===== config.mk =====
export PLATFORM = sky130hd
export DESIGN_NAME = boia_conditioner
export DESIGN_NICKNAME = d
export VERILOG_FILES = /design/src/rtl/boia_pkg.sv /design/src/rtl/boia_conditioner_debounce_channel.sv /design/src/rtl/boia_conditioner.sv
export SDC_FILE = /design/constraint.sdc
export NUM_CORES = 1
export LEC_CHECK = 0
export CAP_MARGIN = 20
export CORE_MARGIN = 10
export CORE_UTILIZATION = 59
export CTS_CLUSTER_DIAMETER = 80
export CTS_CLUSTER_SIZE = 30
export DETAILED_ROUTE_END_ITERATION = 8
export GPL_TIMING_DRIVEN = 0
export MAX_ROUTING_LAYER = met4
export PLACE_DENSITY_LB_ADDON = 0.05
export SYNTH_ARGS = -nofsm -noshare
export SYNTH_HDL_FRONTEND = slang
export SYNTH_SLANG_ARGS = --single-unit

===== constraint.sdc =====
create_clock -name clk_fpga -period 1.9 [get_ports clk_fpga]
set_input_delay 0.38 -clock clk_fpga [delete_from_list [all_inputs] [get_ports clk_fpga]]
set_output_delay 0.38 -clock clk_fpga [all_outputs]
set_load 0.005 [all_outputs]

===== src/rtl/boia_pkg.sv =====
// Shared constants and types for the float-switch conditioner.
package boia_pkg;

  localparam int FAULT_PLAUS_BIT   = 0;
  localparam int FAULT_TIMEOUT_BIT = 1;

  typedef logic [1:0] boia_fault_t;

  // Defaults sized for a 50 MHz clk_fpga: 1 ms debounce, 10 s fill limit.
  localparam int CLK_FPGA_HZ                 = 50_000_000;
  localparam int DEFAULT_DEBOUNCE_CYCLES     = 50_000;
  localparam int DEFAULT_FILL_TIMEOUT_CYCLES = 500_000_000;

endpackage


===== src/rtl/boia_conditioner_debounce_channel.sv =====
// One float channel: 2-FF synchroniser, mismatch counter and accepted (stable) level.
module debounce_channel
  import boia_pkg::*;
#(
  parameter int DEBOUNCE_CYCLES = DEFAULT_DEBOUNCE_CYCLES
) (
  input  logic clk_fpga,
  input  logic reset,
  input  logic raw,
  output logic level
);

  localparam int CNT_W = $clog2(DEBOUNCE_CYCLES);
  localparam logic [CNT_W-1:0] CNT_LAST = CNT_W'(DEBOUNCE_CYCLES - 1);

  logic             s1;
  logic             s2;
  logic             stable;
  logic [CNT_W-1:0] cnt;

  // Any cycle agreeing with the accepted level restarts the count, so only
  // an uninterrupted run of DEBOUNCE_CYCLES mismatches is accepted.
  always_ff @(posedge clk_fpga or posedge reset) begin
    if (reset) begin
      s1     <= 1'b0;
      s2     <= 1'b0;
      stable <= 1'b0;
      cnt    <= '0;
    end else begin
      s1 <= raw;
      s2 <= s1;
      if (s2 == stable) begin
        cnt <= '0;
      end else if (cnt == CNT_LAST) begin
        stable <= s2;
        cnt    <= '0;
      end else begin
        cnt <= cnt + 1'b1;
      end
    end
  end

  assign level = stable;

endmodule


===== src/rtl/boia_conditioner.sv =====
// Float-switch conditioner: debounce, startup qualification and sticky supervision faults.
// Optional fill-timeout supervision is compiled in with `define BOIA_FILL_TIMEOUT_EN.
module boia_conditioner
  import boia_pkg::*;
#(
  parameter int DEBOUNCE_CYCLES     = DEFAULT_DEBOUNCE_CYCLES,
  parameter int FILL_TIMEOUT_CYCLES = DEFAULT_FILL_TIMEOUT_CYCLES
) (
  input  logic       clk_fpga,
  input  logic       reset,
  input  logic       i_boia_cheia,
  input  logic       i_boia_vazia,
  input  logic       i_enchendo,
  input  logic       i_clear_fault,
  output logic       o_boia_cheia,
  output logic       o_boia_vazia,
  output logic       o_valid,
  output logic       o_fault,
  output logic [1:0] o_fault_code
);

  localparam int STARTUP_W = $clog2(DEBOUNCE_CYCLES + 2);
  localparam logic [STARTUP_W-1:0] STARTUP_LAST = STARTUP_W'(DEBOUNCE_CYCLES + 1);

  logic [STARTUP_W-1:0] startup_cnt;
  logic                 timeout_cause;
  boia_fault_t          fault_cause;
  boia_fault_t          fault_code_next;

  debounce_channel #(.DEBOUNCE_CYCLES(DEBOUNCE_CYCLES)) u_deb_cheia (
    .clk_fpga (clk_fpga),
    .reset    (reset),
    .raw      (i_boia_cheia),
    .level    (o_boia_cheia)
  );

  debounce_channel #(.DEBOUNCE_CYCLES(DEBOUNCE_CYCLES)) u_deb_vazia (
    .clk_fpga (clk_fpga),
    .reset    (reset),
    .raw      (i_boia_vazia),
    .level    (o_boia_vazia)
  );

  // Outputs qualify once a full debounce window (plus sync depth) has elapsed.
  always_ff @(posedge clk_fpga or posedge reset) begin
    if (reset) begin
      startup_cnt <= '0;
      o_valid     <= 1'b0;
    end else if (!o_valid) begin
      if (startup_cnt == STARTUP_LAST) begin
        o_valid <= 1'b1;
      end else begin
        startup_cnt <= startup_cnt + 1'b1;
      end
    end
  end

`ifdef BOIA_FILL_TIMEOUT_EN
  localparam int TMR_W = $clog2(FILL_TIMEOUT_CYCLES + 1);
  localparam logic [TMR_W-1:0] TMR_MAX = TMR_W'(FILL_TIMEOUT_CYCLES);
  localparam logic [TMR_W-1:0] TMR_PRE = TMR_W'(FILL_TIMEOUT_CYCLES - 1);

  logic [TMR_W-1:0] fill_timer;
  logic             fill_active;

  assign fill_active = i_enchendo & ~o_boia_cheia;
  // Cause is raised in the cycle whose edge takes the timer to its limit and
  // remains while the timer sits saturated.
  assign timeout_cause = fill_active & (fill_timer >= TMR_PRE);

  always_ff @(posedge clk_fpga or posedge reset) begin
    if (reset) begin
      fill_timer <= '0;
    end else if (!fill_active) begin
      fill_timer <= '0;
    end else if (fill_timer != TMR_MAX) begin
      fill_timer <= fill_timer + 1'b1;
    end
  end
`else
  logic unused_fill_cfg;

  assign timeout_cause   = 1'b0;
  assign unused_fill_cfg = ^{i_enchendo, 32'(FILL_TIMEOUT_CYCLES)};
`endif

  // A present cause always wins over a simultaneous clear request.
  always_comb begin
    fault_cause                    = '0;
    fault_cause[FAULT_PLAUS_BIT]   = o_valid & o_boia_cheia & o_boia_vazia;
    fault_cause[FAULT_TIMEOUT_BIT] = timeout_cause;
    fault_code_next                = fault_cause | (o_fault_code & {2{~i_clear_fault}});
  end

  always_ff @(posedge clk_fpga or posedge reset) begin
    if (reset) begin
      o_fault_code <= '0;
    end else begin
      o_fault_code <= fault_code_next;
    end
  end

  assign o_fault = |o_fault_code;

endmodule


# Word-level counts from Yosys, hierarchy flattened
# Index checks and enable logic that the tools add are counted.
[op_classes] addsub=3 eq_ne=5 n_mux=6 bitwise_logic=9 n_reduce_logical=4
[op_table] operator="16-bit two-way mux" count=4
[op_table] operator="16-bit by 1-bit adder with 16-bit output, second input constant" count=3
[op_table] operator="16-bit equality test, second input constant" count=3
[op_table] operator="2-bit AND reduction" count=3
[op_table] operator="1-bit NOT" count=5
[op_table] operator="1-bit AND" count=2
[op_table] operator="2-bit AND" count=1
[op_table] operator="1-bit equality test" count=2
[op_table] operator="1-bit two-way mux" count=2
[op_table] operator="1-bit by 2-bit OR with 2-bit output" count=1
[op_table] operator="2-bit OR reduction" count=1
[word_totals] register_bits=57 output_inout_bits=6 wordCells=38

# Longest topological paths before layout
# Gate-level depths: netlist of the first run.
[logic_depth] depth_word=3 depth_mapped=6

# Hierarchy
# Synthesis of the first run repeated with hierarchy kept, for this count alone.
[unflattened] hier_cells=251 area_unflattened_um2=2904.0
[modules_own_cells] mod="debounce_channel" instances=2 cells_each=87 area_per_inst_um2=982.2 seq_area_each_um2=475.5
[modules_own_cells] mod="boia_conditioner" instances=1 cells_each=77 area_per_inst_um2=939.7 seq_area_each_um2=475.5

# Worst setup path before layout of the first run
# OpenSTA, ideal clock, no wires.
[synth_timing] path_type="reg2reg" start="register u_deb_vazia.cnt[0]" end="register u_deb_vazia.cnt[10]" setup_time_ps=132 arrival_ps=1500 required_time_ps=1768 path_slack_ps=268 stages_incl_launch_ff=7 period_less_slack_ps=1632 path_cell_list="dfrtp_1 -> ha_1 -> nand3_1 -> nand4b_1 -> nand2_1 -> clkbuf_1 -> nor2_1"
[synth_via] elab_chain_cells=3 elab_cells_between_ends=4
[synth_rtl] element="start: declaration" line_no="boia_conditioner_debounce_channel.sv:19" rtl="logic [CNT_W-1:0] cnt;"
[synth_rtl] element="start signal: assignment" line_no="boia_conditioner_debounce_channel.sv:38" rtl="cnt <= cnt + 1'b1;"
[synth_rtl] element="16-bit by 1-bit adder with 16-bit output or 16-bit equality test (tied branches)" line_no="boia_conditioner_debounce_channel.sv:38, boia_conditioner_debounce_channel.sv:34"
[synth_rtl] element="16-bit two-way mux *" line_no="boia_conditioner_debounce_channel.sv:34" rtl="end else if (cnt == CNT_LAST) begin"
[synth_rtl] element="16-bit two-way mux *" line_no="boia_conditioner_debounce_channel.sv:32" rtl="if (s2 == stable) begin"
# Mark *: on every way between the ends. The rest lies on a longest branch, timed or not.
# A chain may end at the register's enable or synchronous reset.

# Final worst setup path of the first run
[layout_timing] start="register o_fault_code[1]" end="output port o_fault"
[layout_via] elab_chain_cells=1
[layout_rtl] element="start: declaration" line_no="boia_conditioner.sv:19" rtl="output logic [1:0] o_fault_code"
[layout_rtl] element="start signal: assignment" line_no="boia_conditioner.sv:99" rtl="o_fault_code <= fault_code_next;"
[layout_rtl] element="2-bit OR reduction" line_no="boia_conditioner.sv:103" rtl="assign o_fault = |o_fault_code;"
[layout_rtl] element="end: declaration" line_no="boia_conditioner.sv:18" rtl="output logic o_fault,"
# Every way passes these cells.

==> results of run 1 <==
through the flow:
step / setup slack (ns) / std cells / setup TNS [ns]
6_report: 0.0633 / 329 / 0
5_1_grt: 0.00288 / 329 / 0
4_1_cts: 0.0453 / 329 / 0
3_5_place_dp: -0.202 / 314 / -2.90
3_3_place_gp: -0.848 / 313 / -50.98
2_1_floorplan: 0.120 / 251 / 0
placed cells by master, fill, tap and decap left out, types with 2 or more instances in the layout:
master                            synthesis  final
sky130_fd_sc_hd__a21oi_1                  2      2
sky130_fd_sc_hd__and3_1                   3      3
sky130_fd_sc_hd__clkbuf_8                 0     12
sky130_fd_sc_hd__clkdlybuf4s50_1          0     10
sky130_fd_sc_hd__clkinv_2                 0      3
sky130_fd_sc_hd__dfrtp_1                 57     57
sky130_fd_sc_hd__ha_1                     4      4
sky130_fd_sc_hd__inv_1                   12     11
sky130_fd_sc_hd__mux2_2                   2      2
sky130_fd_sc_hd__nand2_1                 15     13
sky130_fd_sc_hd__nand2_2                  0      2
sky130_fd_sc_hd__nand3_1                 11     10
sky130_fd_sc_hd__nand4_1                 11     11
sky130_fd_sc_hd__nand4b_1                 3      3
sky130_fd_sc_hd__nor2_1                  38     38
sky130_fd_sc_hd__nor2b_1                  2      2
sky130_fd_sc_hd__nor3_1                   8      8
sky130_fd_sc_hd__nor4_1                   9      9
sky130_fd_sc_hd__nor4b_1                  5      5
sky130_fd_sc_hd__nor4bb_1                 6      6
sky130_fd_sc_hd__or2_2                    3      3
sky130_fd_sc_hd__or4_1                    2      2
sky130_fd_sc_hd__xnor2_1                 32     32
sky130_fd_sc_hd__xor2_1                  11     11
how the worst max path moves through the flow:
stage                               end               start  slack (ns)
global route                    o_fault     o_fault_code[1]       0.003
CTS                             o_fault     o_fault_code[1]        0.05
finish                          o_fault     o_fault_code[1]        0.06
detailed placement  u_deb_cheia.cnt[14]  u_deb_cheia.cnt[0]       -0.20
floorplan               o_fault_code[0]               reset        0.12
global placement        o_fault_code[1]               reset       -0.85
state kept, by name, indices dropped and copies added, names as in the netlist:
name               cells
o_fault_code           2
o_valid                1
startup_cnt           16
u_deb_cheia.cnt       16
u_deb_cheia.level      1
u_deb_cheia.s1         1
u_deb_cheia.s2         1
u_deb_vazia.cnt       16
u_deb_vazia.level      1
u_deb_vazia.s1         1
u_deb_vazia.s2         1
where the power goes:
part	leakage [nW]	internal [mW]	switching (mW)
combinational	0.387	0.0234	0.0415
sequential	0.768	1.23	0.0118
clock	0.0980	0.565	0.441
final cells by class:
cell class	count	area [um2]	area share
Buffer	3	20.0	0.00660
Clock buffer	12	165	0.0544
Sequential cell	57	1430	0.470
Tap cell	52	65.1	0.0214
Multi-Input combinational cell	178	1170	0.386
Clock inverter	3	15.0	0.00495
Inverter	12	45.0	0.0148
Timing Repair Buffer	12	128	0.0420
critical path: stages, from the launching register on:
cell and delay [ns]:
sky130_fd_sc_hd__dfrtp_1 0.39, sky130_fd_sc_hd__or2_2 0.29, sky130_fd_sc_hd__clkdlybuf4s50_1 0.45
cell families after synthesis:
kind of cell | Yosys count | share of synthesized area
multiplexers | 3 | 0.0123
XOR/XNOR | 43 | 0.142
AO/OA/AOI/OAI | 5 | 0.0118
buffers and inverters | 16 | 0.0254
adder cells (fa/ha/maj) | 4 | 0.0189
flip-flops | 57 | 0.537
AND/OR/NAND/NOR | 123 | 0.253
per-layer routing:
| layer | up-vias | GRT usage | wire length (um) |
|---|---|---|---|
| met4 | 0 | 0.0574 | 61 |
| met3 | 7 | 0.0478 | 183 |
| met5 | - | - | 0 |
| li1 | 907 | - | - |
| met1 | 871 | 0.186 | 2320 |
| met2 | 29 | 0.201 | 2010 |
repair_timing:
action | in CTS | in global routing
setup endpoints to repair | 20 | 25
hold endpoints to repair | 0 | 0
gates resized for setup | 2 | 2
buffers inserted | 1 | 0
hold buffers | 0 | 0
==> summary.txt, run 1 <==
Floorplan
  – Total Die Area: around 0.0076 mm2
  – Die height: ~87 um
  – Width of the die: between 80 and 90 um
  – Initial core utilization: 0.610
  – Count of pins on the block boundary: 12
  – Placement Rows: 24
  – Core Area: ~0.0044 mm2

Logic synthesis
  – Biggest area contributors in the synthesized netlist: sky130_fd_sc_hd__dfrtp_1 54%, sky130_fd_sc_hd__xnor2_1 11%, sky130_fd_sc_hd__nor2_1 5.4%, sky130_fd_sc_hd__xor2_1 3.6%, sky130_fd_sc_hd__nand4_1 2.6%
  – Share of synthesized area occupied by flip-flops and latches: 0.537
  – Most used standard cell by instance count after synthesis: sky130_fd_sc_hd__dfrtp_1
  – Ranking of synthesized cells by instance count: 57 x sky130_fd_sc_hd__dfrtp_1, 38 x sky130_fd_sc_hd__nor2_1, 32 x sky130_fd_sc_hd__xnor2_1, 15 x sky130_fd_sc_hd__nand2_1, 12 x sky130_fd_sc_hd__inv_1
  – Synth warn: 0
  – Number of synthesized flops with an enable pin: 0
  – Register bit count reported by yosys: 57
  – Gate Count Post-Synth: around 250
  – Fraction of registers with async set or reset after synthesis: 1.00
  – Share of the synthesized area in the top cell type: 0.537
  – Count of different cell masters after synthesis: 33
  – Post-Synthesis Mean Instance Area: about 11 um2
  – Post-Syn Area: between 0.002 and 0.003 mm2
  – Largest area contributor in the netlist: sky130_fd_sc_hd__dfrtp_1
  – Prevailing post-synth register cell: sky130_fd_sc_hd__dfrtp_1
  – Mapped Nets: roughly 260

Finish
  – Filler Cell Count: 350
  – Fraction of layout instances using a drive strength above 1: 0.108
  – Utilization of the core after routing: 0.697
  – Antenna cells: 0
  – Layout area overhead: 14.3%
  – Final nets: around 280
  – Finished layout cell area: 0.00304 mm2

Pwr
  – Total power density per cell area: roughly 760 mW/mm2
  – Maximum ir drop on the vdd rail: ~0.65 mV
  – Standby leakage power: 1.25 nW
  – Total power consumption of the routed design: between 2 and 2.5 mW

Timing
  – Period utilization: 0.967
  – Final Max Tran Viols: 0
  – Rel. slew slack: 0.677
  – Transition time of the tightest slew-check pin: slightly below 0.5 ns
  – Highest achievable clock rate: between 500 and 600 MHz
  – Post-route minimum period: 1.84 ns
  – Final number of setup-violating endpoints: 0
  – Number of hold violations in the final report: 0
  – Max Clock Skew: between 0.007 and 0.008 ns
  – Worst slack on hold paths: 0.330 ns
  – Unrepaired setup endpoints after global routing: no

Setup path
  – Required time at the worst-slack endpoint: between 1.5 and 2 ns
  – Type of the worst setup path: register to output pin
  – RR Startpoint: u_deb_cheia.cnt[0]
  – Crit path DAT: about 1.5 ns
  – Type of element capturing the critical path: output pin
  – Launching element type of the critical path: register
  – Cell depth of the worst flop-to-flop path: 6
  – Worst R2R Setup Slack: ~0.15 ns
  – Reg-to-Reg End: u_deb_cheia.cnt[14]
  – Crit Path Max Fanout: 3

GRT
  – Global Route Usage Sum: 0.143
  – GR Overflow Total: 0
  – First-pass GRT wire length: around 8500 um
  – Maximum number of pins on one net before global-route repair: between 40 and 50
  – Number of global-route vias before repair: around 1900
  – Antenna violations before repair: 0

Place
  – Placer Congestion: around 0.81
  – HPWL after DPL: between 3000 and 4000 um
  – IO Port Bufs: 10
  – Placed instance area: between 0.002 and 0.003 mm2

Clock network
  – Clock tree from TritonCTS: yes
  – Total clock sinks: 57
  – Total clock buffers created by CTS: 9
  – Max Root-Sink Buffers: 2
  – Clock latency on the worst-skew pair: about 0.33 ns
  – Clock root buffer: sky130_fd_sc_hd__clkbuf_8
  – Clock H-tree levels: 3
  – CTS clock-pin slew for the worst setup and hold paths: roughly 0.06 ns

Drt
  – Detail-routed net length per standard cell: 13.9 um
  – Starting DRC count in detailed routing: approximately 120
  – Detailed Route WL: 4580 um
  – Vias per std cell: about 5.5
  – First-pass detailed-route iteration total: 4
  – Routed vias: 1814
  – Post-DRT Antenna Nets: 0
  – Number of remaining DRC errors: 0

Job
  – Max capacitance violation total: 0

Hold path
  – Hold/Removal Path Class: input port to asynchronous set/reset pin

Outcome
  – Result of the run: finished, final reports clean
(Power assumes the default switching activity.)
==> inputs of run 2 (changes only) <==
- CORE_ASPECT_RATIO: unset -> 0.7
==> summary.txt, run 2 (synthesis results as in run 1) <==
GRT
  – Number of global-route vias before repair: between 1500 and 2000
  – Antenna violations before repair: 0
  – GR Overflow Total: 0
  – Maximum number of pins on one net before global-route repair: between 40 and 50
  – Global Route Usage Sum: 0.142
  – First-pass GRT wire length: roughly 8500 um

Drt
  – First-pass detailed-route iteration total: 5
  – Routed vias: 1795
  – Post-DRT Antenna Nets: 0
  – Detailed Route WL: ~4800 um
  – Vias per std cell: 5.42
  – Detail-routed net length per standard cell: 14.5 um
  – Starting DRC count in detailed routing: between 100 and 150
  – Number of remaining DRC errors: 0

Pwr
  – Seq pwr share: 0.521
  – Part of the total power dissipated in the clock network: 0.451
  – Fraction of power consumed by combinational cells: 0.028
  – Net Sw Frac: 0.213
  – Maximum ir drop on the vdd rail: around 0.57 mV
  – Standby leakage power: about 1.3 nW
  – Internal: roughly 1.9 mW
  – Total power density per cell area: 782 mW/mm2
  – Net switching power of the design: approximately 0.51 mW

Setup path
  – Worst R2R Setup Slack: roughly 0.15 ns
  – Type of the worst setup path: register to output pin
  – Worst-path cell chain: or2_2, clkdlybuf4s50_1
  – Crit Path Max Fanout: 3
  – Cell depth of the worst flop-to-flop path: 6
  – Critical path buffers and inverters: 1
  – Crit path DAT: 1.45 ns
  – CP top delay family: buffers and inverters
  – Required time at the worst-slack endpoint: ~1.5 ns
  – Launching element type of the critical path: register
  – RR Startpoint: u_deb_cheia.cnt[0]
  – Slowest cell on crit path: sky130_fd_sc_hd__clkdlybuf4s50_1
  – Type of element capturing the critical path: output pin
  – Reg-to-Reg End: u_deb_cheia.cnt[7]
  – Crit. path cell count: 2
  – Largest incremental delay on the critical path: about 0.45 ns

Timing
  – Unrepaired setup endpoints after global routing: no
  – Rel. slew slack: 0.683
  – Final number of setup-violating endpoints: 0
  – Transition time of the tightest slew-check pin: 0.471 ns
  – Setup TNS Final: 0 ns
  – Period utilization: 0.961
  – Max Clock Skew: 0.0149 ns
  – Highest achievable clock rate: about 550 MHz
  – Post-route minimum period: 1.83 ns
  – Least setup slack across all paths after layout: between 0.07 and 0.08 ns
  – Number of hold violations in the final report: 0
  – Final Max Tran Viols: 0
  – Worst slack on hold paths: around 0.33 ns

Floorplan
  – Placement Rows: 20
  – Width of the die: ~100 um
  – Die height: between 70 and 80 um
  – Count of pins on the block boundary: 12
  – Initial core utilization: 0.610
  – Core Area: 0.00435 mm2
  – Total Die Area: between 0.007 and 0.008 mm2

Clock network
  – Clock latency on the worst-skew pair: ~0.34 ns
  – Total clock buffers created by CTS: 9
  – Clock H-tree levels: 3
  – Clock root buffer: sky130_fd_sc_hd__clkbuf_8
  – Clock tree from TritonCTS: yes
  – CTS clock-pin slew for the worst setup and hold paths: 0.07 ns
  – Total clock sinks: 57
  – Max Root-Sink Buffers: 2

Hold path
  – Hold/Removal Path Class: input port to asynchronous set/reset pin

Finish
  – Final nets: 283
  – Most common cell after layout, fill and taps aside: sky130_fd_sc_hd__dfrtp_1
  – Most used cells in the layout excluding fill and tap cells: 57 x sky130_fd_sc_hd__dfrtp_1, 38 x sky130_fd_sc_hd__nor2_1, 32 x sky130_fd_sc_hd__xnor2_1, 14 x sky130_fd_sc_hd__nand2_1
  – Area taken by flip-flops and latches: between 0.001 and 0.0015 mm2
  – Utilization of the core after routing: 0.699
  – Registers with the highest flip-flop counts: startup_cnt x16, u_deb_cheia.cnt x16, u_deb_vazia.cnt x16
  – Antenna cells: 0
  – Layout area overhead: 14.6%
  – Filler Cell Count: around 340
  – Multi-input gate area in the final layout: approximately 0.0012 mm2
  – Fraction of layout instances using a drive strength above 1: 0.101

Place
  – HPWL after DPL: 3240 um
  – Placer Congestion: approximately 0.8
  – IO Port Bufs: 10
  – Setup slack at placement: -0.190 ns

Outcome
  – Result of the run: finished, final reports clean

Job
  – Max capacitance violation total: 0
run 2: changes by cell type in the layout (fill, tap and decap cells not counted):
| cell | previous run | this run |
|---|---|---|
| sky130_fd_sc_hd__clkbuf_4 | 0 | 1 |
| sky130_fd_sc_hd__bufinv_16 | 0 | 1 |
| sky130_fd_sc_hd__nand2_1 | 13 | 14 |
| sky130_fd_sc_hd__nand2_2 | 2 | 1 |
| sky130_fd_sc_hd__clkbuf_8 | 12 | 10 |
| sky130_fd_sc_hd__clkbuf_2 | 1 | 0 |
run 2: how the worst max path moves through the flow:
stage / start / end
2_1_floorplan: reset / o_fault_code[0]
3_3_place_gp: reset / startup_cnt[1]
3_5_place_dp: u_deb_cheia.cnt[0] / u_deb_cheia.cnt[7]
4_1_cts: u_deb_cheia.cnt[0] / u_deb_cheia.cnt[7]
5_1_grt: o_fault_code[1] / o_fault
6_report: o_fault_code[1] / o_fault
run 2: repair_timing:
item	CTS	global route
endpoints found under the setup margin	20	25
setup buffers	1	0
gates resized for setup	1	4
endpoints found under the hold margin	0	0
hold buffers	0	0
pin swaps	0	0
run 2: final cells by class:
cell class / count / share of cell area
Timing Repair Buffer: 12 / 0.0420
Clock buffer: 10 / 0.0452
Tap cell: 55 / 0.0226
Clock inverter: 4 / 0.0148
Sequential cell: 57 / 0.469
Multi-Input combinational cell: 178 / 0.384
Inverter: 12 / 0.0148
Buffer: 3 / 0.00740
run 2: power groups by stage:
| stage | sequential [mW] | combinational [mW] | clock, mW |
|---|---|---|---|
| finish | 1.24 | 0.0662 | 1.07 |
| global route | 1.24 | 0.0769 | 1.16 |
| CTS | 1.24 | 0.0677 | 1.10 |
| detailed placement | 1.26 | 0.0679 | 0 |
| global placement | 1.26 | 0.0625 | 0 |
| floorplan | 1.26 | 0.0409 | 0 |
run 2: per-stage QoR:
stage	instances	instance area (um2)	power (mW)
after floorplan	251	2660	1.30
after global placement	316	2820	1.32
after detailed placement	317	2840	1.33
after CTS	331	3030	2.41
after global routing	331	3040	2.47
final	331	3040	2.38
run 2: routing by layer:
layer,vias up,share of wire,global-route usage,routed length (um)
li1,912,-,-,-
met1,847,0.52,0.196,2490
met2,32,0.43,0.181,2050
met3,4,0.044,0.0553,212
met4,0,0.0085,0.0521,41
met5,-,0,-,0
==> inputs of run 3 (changes only) <==
- CORE_UTILIZATION: 59 -> 52
==> summary.txt, run 3 (synthesis results as in run 1) <==
Timing
  – Post-route minimum period: roughly 1.7 ns
  – Max Clock Skew: approximately 0.0036 ns
  – Rel. slew slack: 0.657
  – Final Max Tran Viols: 0
  – Number of hold violations in the final report: 0
  – Unrepaired setup endpoints after global routing: no
  – Transition time of the tightest slew-check pin: 0.510 ns
  – Final number of setup-violating endpoints: 0
  – Period utilization: 0.917
  – Highest achievable clock rate: between 500 and 600 MHz
  – Least setup slack across all paths after layout: 0.158 ns

Pwr
  – Maximum ir drop on the vdd rail: roughly 0.60 mV
  – Standby leakage power: 1.28 nW
  – Total power consumption of the routed design: 2.45 mW
  – Total power density per cell area: 792 mW/mm2

GRT
  – GR Overflow Total: 0
  – Maximum number of pins on one net before global-route repair: 37
  – Number of global-route vias before repair: around 1700
  – First-pass GRT wire length: around 8200 um
  – Antenna violations before repair: 0
  – Global Route Usage Sum: 0.127

Finish
  – Area taken by flip-flops and latches: ~0.0014 mm2
  – Post-Layout Cell Count: ~350
  – Layout area overhead: 16.4%
  – Multi-input gate area in the final layout: between 0.001 and 0.0015 mm2
  – Most used cells in the layout excluding fill and tap cells: 57 x sky130_fd_sc_hd__dfrtp_1, 38 x sky130_fd_sc_hd__nor2_1, 32 x sky130_fd_sc_hd__xnor2_1, 15 x sky130_fd_sc_hd__clkbuf_8, 13 x sky130_fd_sc_hd__nand2_1
  – Registers with the highest flip-flop counts: startup_cnt x16, u_deb_cheia.cnt x16, u_deb_vazia.cnt x16
  – Fraction of layout instances using a drive strength above 1: 0.112
  – Filler Cell Count: between 300 and 400
  – Utilization of the core after routing: 0.636
  – Most common cell after layout, fill and taps aside: sky130_fd_sc_hd__dfrtp_1
  – Final nets: between 200 and 300
  – Antenna cells: 0

Clock network
  – Total clock buffers created by CTS: 9
  – Clock latency on the worst-skew pair: 0.33 ns
  – Max Root-Sink Buffers: 2
  – Clock H-tree levels: 3
  – Clock root buffer: sky130_fd_sc_hd__clkbuf_8
  – Clock tree from TritonCTS: yes
  – CTS clock-pin slew for the worst setup and hold paths: about 0.060 ns
  – Total clock sinks: 57

Job
  – Max capacitance violation total: 0

Hold path
  – Hold/Removal Path Class: register to register
  – Origin of the worst min-delay path: u_deb_cheia.s1

Setup path
  – Launching element type of the critical path: register
  – Crit Path Max Fanout: 6
  – Required time at the worst-slack endpoint: roughly 2.2 ns
  – Crit path DAT: ~2 ns
  – Worst R2R Setup Slack: around 0.16 ns
  – Crit path from: u_deb_cheia.cnt[6]
  – Reg-to-Reg End: u_deb_cheia.cnt[13]
  – Cell depth of the worst flop-to-flop path: 4
  – Capture point of the worst path: u_deb_cheia.cnt[13]
  – Type of element capturing the critical path: register
  – RR Startpoint: u_deb_cheia.cnt[6]
  – Type of the worst setup path: register to register

Drt
  – Starting DRC count in detailed routing: 75
  – Detailed Route WL: roughly 4800 um
  – Routed vias: 1753
  – Post-DRT Antenna Nets: 0
  – Vias per std cell: roughly 5
  – First-pass detailed-route iteration total: 4
  – Detail-routed net length per standard cell: 13.8 um
  – Number of remaining DRC errors: 0

Floorplan
  – Core Area: 0.00486 mm2
  – Die height: 79.8 um
  – Total Die Area: 0.00841 mm2
  – Count of pins on the block boundary: 12
  – Placement Rows: 21
  – Width of the die: ~110 um
  – Initial core utilization: 0.546

Outcome
  – Result of the run: finished, final reports clean

Place
  – HPWL after DPL: 3330 um
  – Placer Congestion: a little under 0.8
  – IO Port Bufs: 10
  – Total placed cells including tap cells: 331
  – Setup slack at placement: -0.214 ns
[run 3: what timing repair did]
action                     CTS  global route
hold buffers                 0             0
cloned                       0             0
buffers inserted             1             0
setup endpoints to repair   20            26
resized for setup            1             5
pin swaps                    0             0
[run 3: final cells by class]
class | count | area share
well taps | 69 | 0.0279
multi-input cells | 178 | 0.379
plain buffers | 3 | 0.00648
repair buffers | 12 | 0.0421
inverters | 12 | 0.0146
flip-flops and latches | 57 | 0.462
clock inverters | 1 | 0.00162
clock buffers | 15 | 0.0668
[run 3: metal layers]
| metal | GRT usage | share of wire | vias to the layer above |
|---|---|---|---|
| li1 | - | - | 905 |
| met3 | 0.0484 | 0.037 | 7 |
| met5 | - | 0 | - |
| met4 | 0.0615 | 0.016 | 0 |
| met2 | 0.172 | 0.41 | 17 |
| met1 | 0.163 | 0.54 | 824 |
[run 3: power breakdown]
group          switching [mW]  total (mW)  internal [mW]
combinational          0.0430      0.0671         0.0241
sequential             0.0112        1.24           1.23
clock                   0.454        1.14          0.685
[run 3: how the worst min path moves through the flow]
stage               slack, ns        endpoint  depth (start not counted)
global route             0.37  u_deb_vazia.s2                          0
CTS                      0.35  u_deb_cheia.s2                          0
finish                   0.35  u_deb_cheia.s2                          0
floorplan                0.33  u_deb_cheia.s2                          0
detailed placement       0.34  u_deb_cheia.s2                          0
global placement         0.33  u_deb_vazia.s2                          0
[run 3: through the flow]
| step | hold slack, ns | TNS (ns) | instance area (um2) |
|---|---|---|---|
| after floorplan | 0.331 | 0 | 2660 |
| after global placement | 0.334 | -54.66 | 2840 |
| after detailed placement | 0.336 | -3.04 | 2860 |
| after CTS | 0.350 | 0 | 3080 |
| after global routing | 0.366 | 0 | 3090 |
| final | 0.346 | 0 | 3090 |
[run 3: worst max-delay path, cell delays in order (launching register included)]
cell and delay, ns:
sky130_fd_sc_hd__dfrtp_1 0.46, sky130_fd_sc_hd__nand4_2 0.17, sky130_fd_sc_hd__or3b_1 0.41, sky130_fd_sc_hd__or4_1 0.48, sky130_fd_sc_hd__a21oi_1 0.15
==> RTL change, RTL diff (config.mk and constraints of run 3) <==
Set the package constant `DEFAULT_DEBOUNCE_CYCLES` to 100_000 (it was 50_000).
--- a/src/rtl/boia_pkg.sv
+++ b/src/rtl/boia_pkg.sv
@@ -8,7 +8,7 @@
 
   // Defaults sized for a 50 MHz clk_fpga: 1 ms debounce, 10 s fill limit.
   localparam int CLK_FPGA_HZ                 = 50_000_000;
-  localparam int DEFAULT_DEBOUNCE_CYCLES     = 50_000;
+  localparam int DEFAULT_DEBOUNCE_CYCLES     = 100_000;
   localparam int DEFAULT_FILL_TIMEOUT_CYCLES = 500_000_000;
 
 endpackage
Function: same outputs for any inputs over 10 cycles, from zero or initial values and one cycle with reset high; that may be too few to reach the edited logic, so the function may still have changed.
==> RTL change against run 3 <==
- synthesized cell count is 4.4% higher
- final area is 2.8% higher
- power fell by 0.69%
- critical path depth is 1 higher
- global-route usage grew 0.34 points
- sequential cell count up 3
- routed wire length rose by 5.4%
- largest cell class unchanged
- setup slack worse by 0.096 ns
- area after synthesis grew 4.1%
==> RTL change: results (changes against run 3) <==
| Metric | Value |
|---|---|
| Status | `finished, final reports clean (unchanged)` |
| HP Start | `u_deb_vazia.s1 (was u_deb_cheia.s1)` |
| Flop-to-flop setup slack | `0.06 ns (was 0.16 ns)` |
| GRT Util Overall | `13.1% (was 12.7%)` |
| Final Hold Slack | `0.358 ns (was 0.346 ns)` |
| Post_cts resized | `0 (was 1)` |
| HPWL after DPL | `3540 µm (was 3330 µm)` |
| Core Box Area | `5200 µm² (was 4860 µm²)` |
| Largest regs | `startup_cnt: 17 flops, u_deb_cheia.cnt: 17 flops, u_deb_vazia.cnt: 17 flops (was startup_cnt: 16 flops, u_deb_cheia.cnt: 16 flops, u_deb_vazia.cnt: 16 flops)` |
| Leakage power | `0.00136 µW (was 0.00128 µW)` |
| Area contributors post-synth | `dfrtp_1, xnor2_1, nor2_1, xor2_1, nand4_1 (unchanged)` |
| Max transition margin | `62.6% (was 65.7%)` |
| CP max stage cell | `dfrtp_1 (was or4_1)` |
| First-pass GRT wire length | `8770 µm (was 8190 µm)` |
| Worst-path fanout max | `10 (was 6)` |
| Nets | `294 (was 283)` |
| DP Area | `2970 µm² (was 2860 µm²)` |
| Syn Area/Cell | `10.5 µm² (was 10.6 µm²)` |
| Vias in the first global route | `1784 (was 1723)` |
| WHS Endpoint | `u_deb_vazia.s2 (was u_deb_cheia.s2)` |
| WL per Instance | `14.0 µm (was 13.8 µm)` |
| Reg2reg path depth | `5 (was 4)` |
| Post-synth cell types | `29 (was 33)` |
| Filler cells | `425 (was 397)` |
| Register area share after synthesis | `54.3% (was 53.7%)` |
| Post-CTS setup repair buffer count | `0 (was 1)` |
| Gpl congestion | `0.858 (was 0.774)` |
| VDD IR max | `0.592 mV (was 0.596 mV)` |
| Worst Skew | `0.00708 ns (was 0.00356 ns)` |
| Post-route insts no fill | `360 (was 347)` |
| Critical Path Max Stage Delay | `0.45 ns (was 0.48 ns)` |
| RR Endpoint | `u_deb_vazia.cnt[14] (was u_deb_cheia.cnt[13])` |
| Placed Instances | `345 (was 331)` |
| Crit path DAT | `2.04 ns (was 2.00 ns)` |
| First DRT Iteration DRCs | `85 (was 75)` |
| Layout cells sized above 1 | `11.1% (was 11.2%)` |
| Synth cell count leaders | `dfrtp_1, nor2_1, xnor2_1 (unchanged)` |
| Origin of the critical flop-to-flop path | `u_deb_vazia.cnt[8] (was u_deb_cheia.cnt[6])` |
[RTL change: cells by family (layout without fill, tap and decap cells)]
family / after synthesis / after routing / share of synthesized area (%)
compound gates: 5 / 5 / 1.18
fa+ha+maj: 4 / 4 / 1.81
buf+inv: 13 / 39 / 1.95
mux: 2 / 2 / 0.815
flops: 60 / 60 / 54.3
xor+xnor: 47 / 47 / 14.9
simple gates: 131 / 131 / 25.0
[RTL change: worst max-delay path by stage]
| stage | startpoint | endpoint | slack (ns) | cells after the start |
|---|---|---|---|---|
| 2_1_floorplan | reset | o_fault_code[0] | 0.04 | 1 |
| 3_3_place_gp | reset | u_deb_cheia.cnt[13] | -1.06 | 2 |
| 3_5_place_dp | startup_cnt[0] | startup_cnt[3] | 0.04 | 5 |
| 4_1_cts | o_fault_code[1] | o_fault | 0.03 | 2 |
| 5_1_grt | u_deb_vazia.cnt[8] | u_deb_vazia.cnt[10] | -0.01 | 5 |
| 6_report | u_deb_vazia.cnt[8] | u_deb_vazia.cnt[14] | 0.06 | 5 |
[RTL change: where the power goes]
group	total [µW]	internal (µW)	leakage [µW]	switching (µW)
clock network	1050	607	0.0000986	444
registers	1300	1290	0.000810	11.7
logic	74.2	25.1	0.000455	49.1
total	2430	1920	0.00136	505
[RTL change: cell type report]
cell class	instances	area, µm²	area share, %
plain buffers	4	20.0	0.630
clock buffers	14	183	5.75
clock inverters	1	5.00	0.158
inverters	9	33.8	1.06
multi-input cells	189	1220	38.4
flip-flops and latches	60	1500	47.3
well taps	72	90.1	2.84
repair buffers	11	123	3.86
[RTL change: layer usage]
metal  GRT usage (%)  share of wire [%]  vias to the layer above  wire [µm]
met3            3.79                3.4                        4        169
met2            16.0                 40                       36       2030
li1                -                  -                      946          -
met4            5.26               0.83                        0         42
met5               -                  0                        -          0
met1            19.2                 55                      909       2790
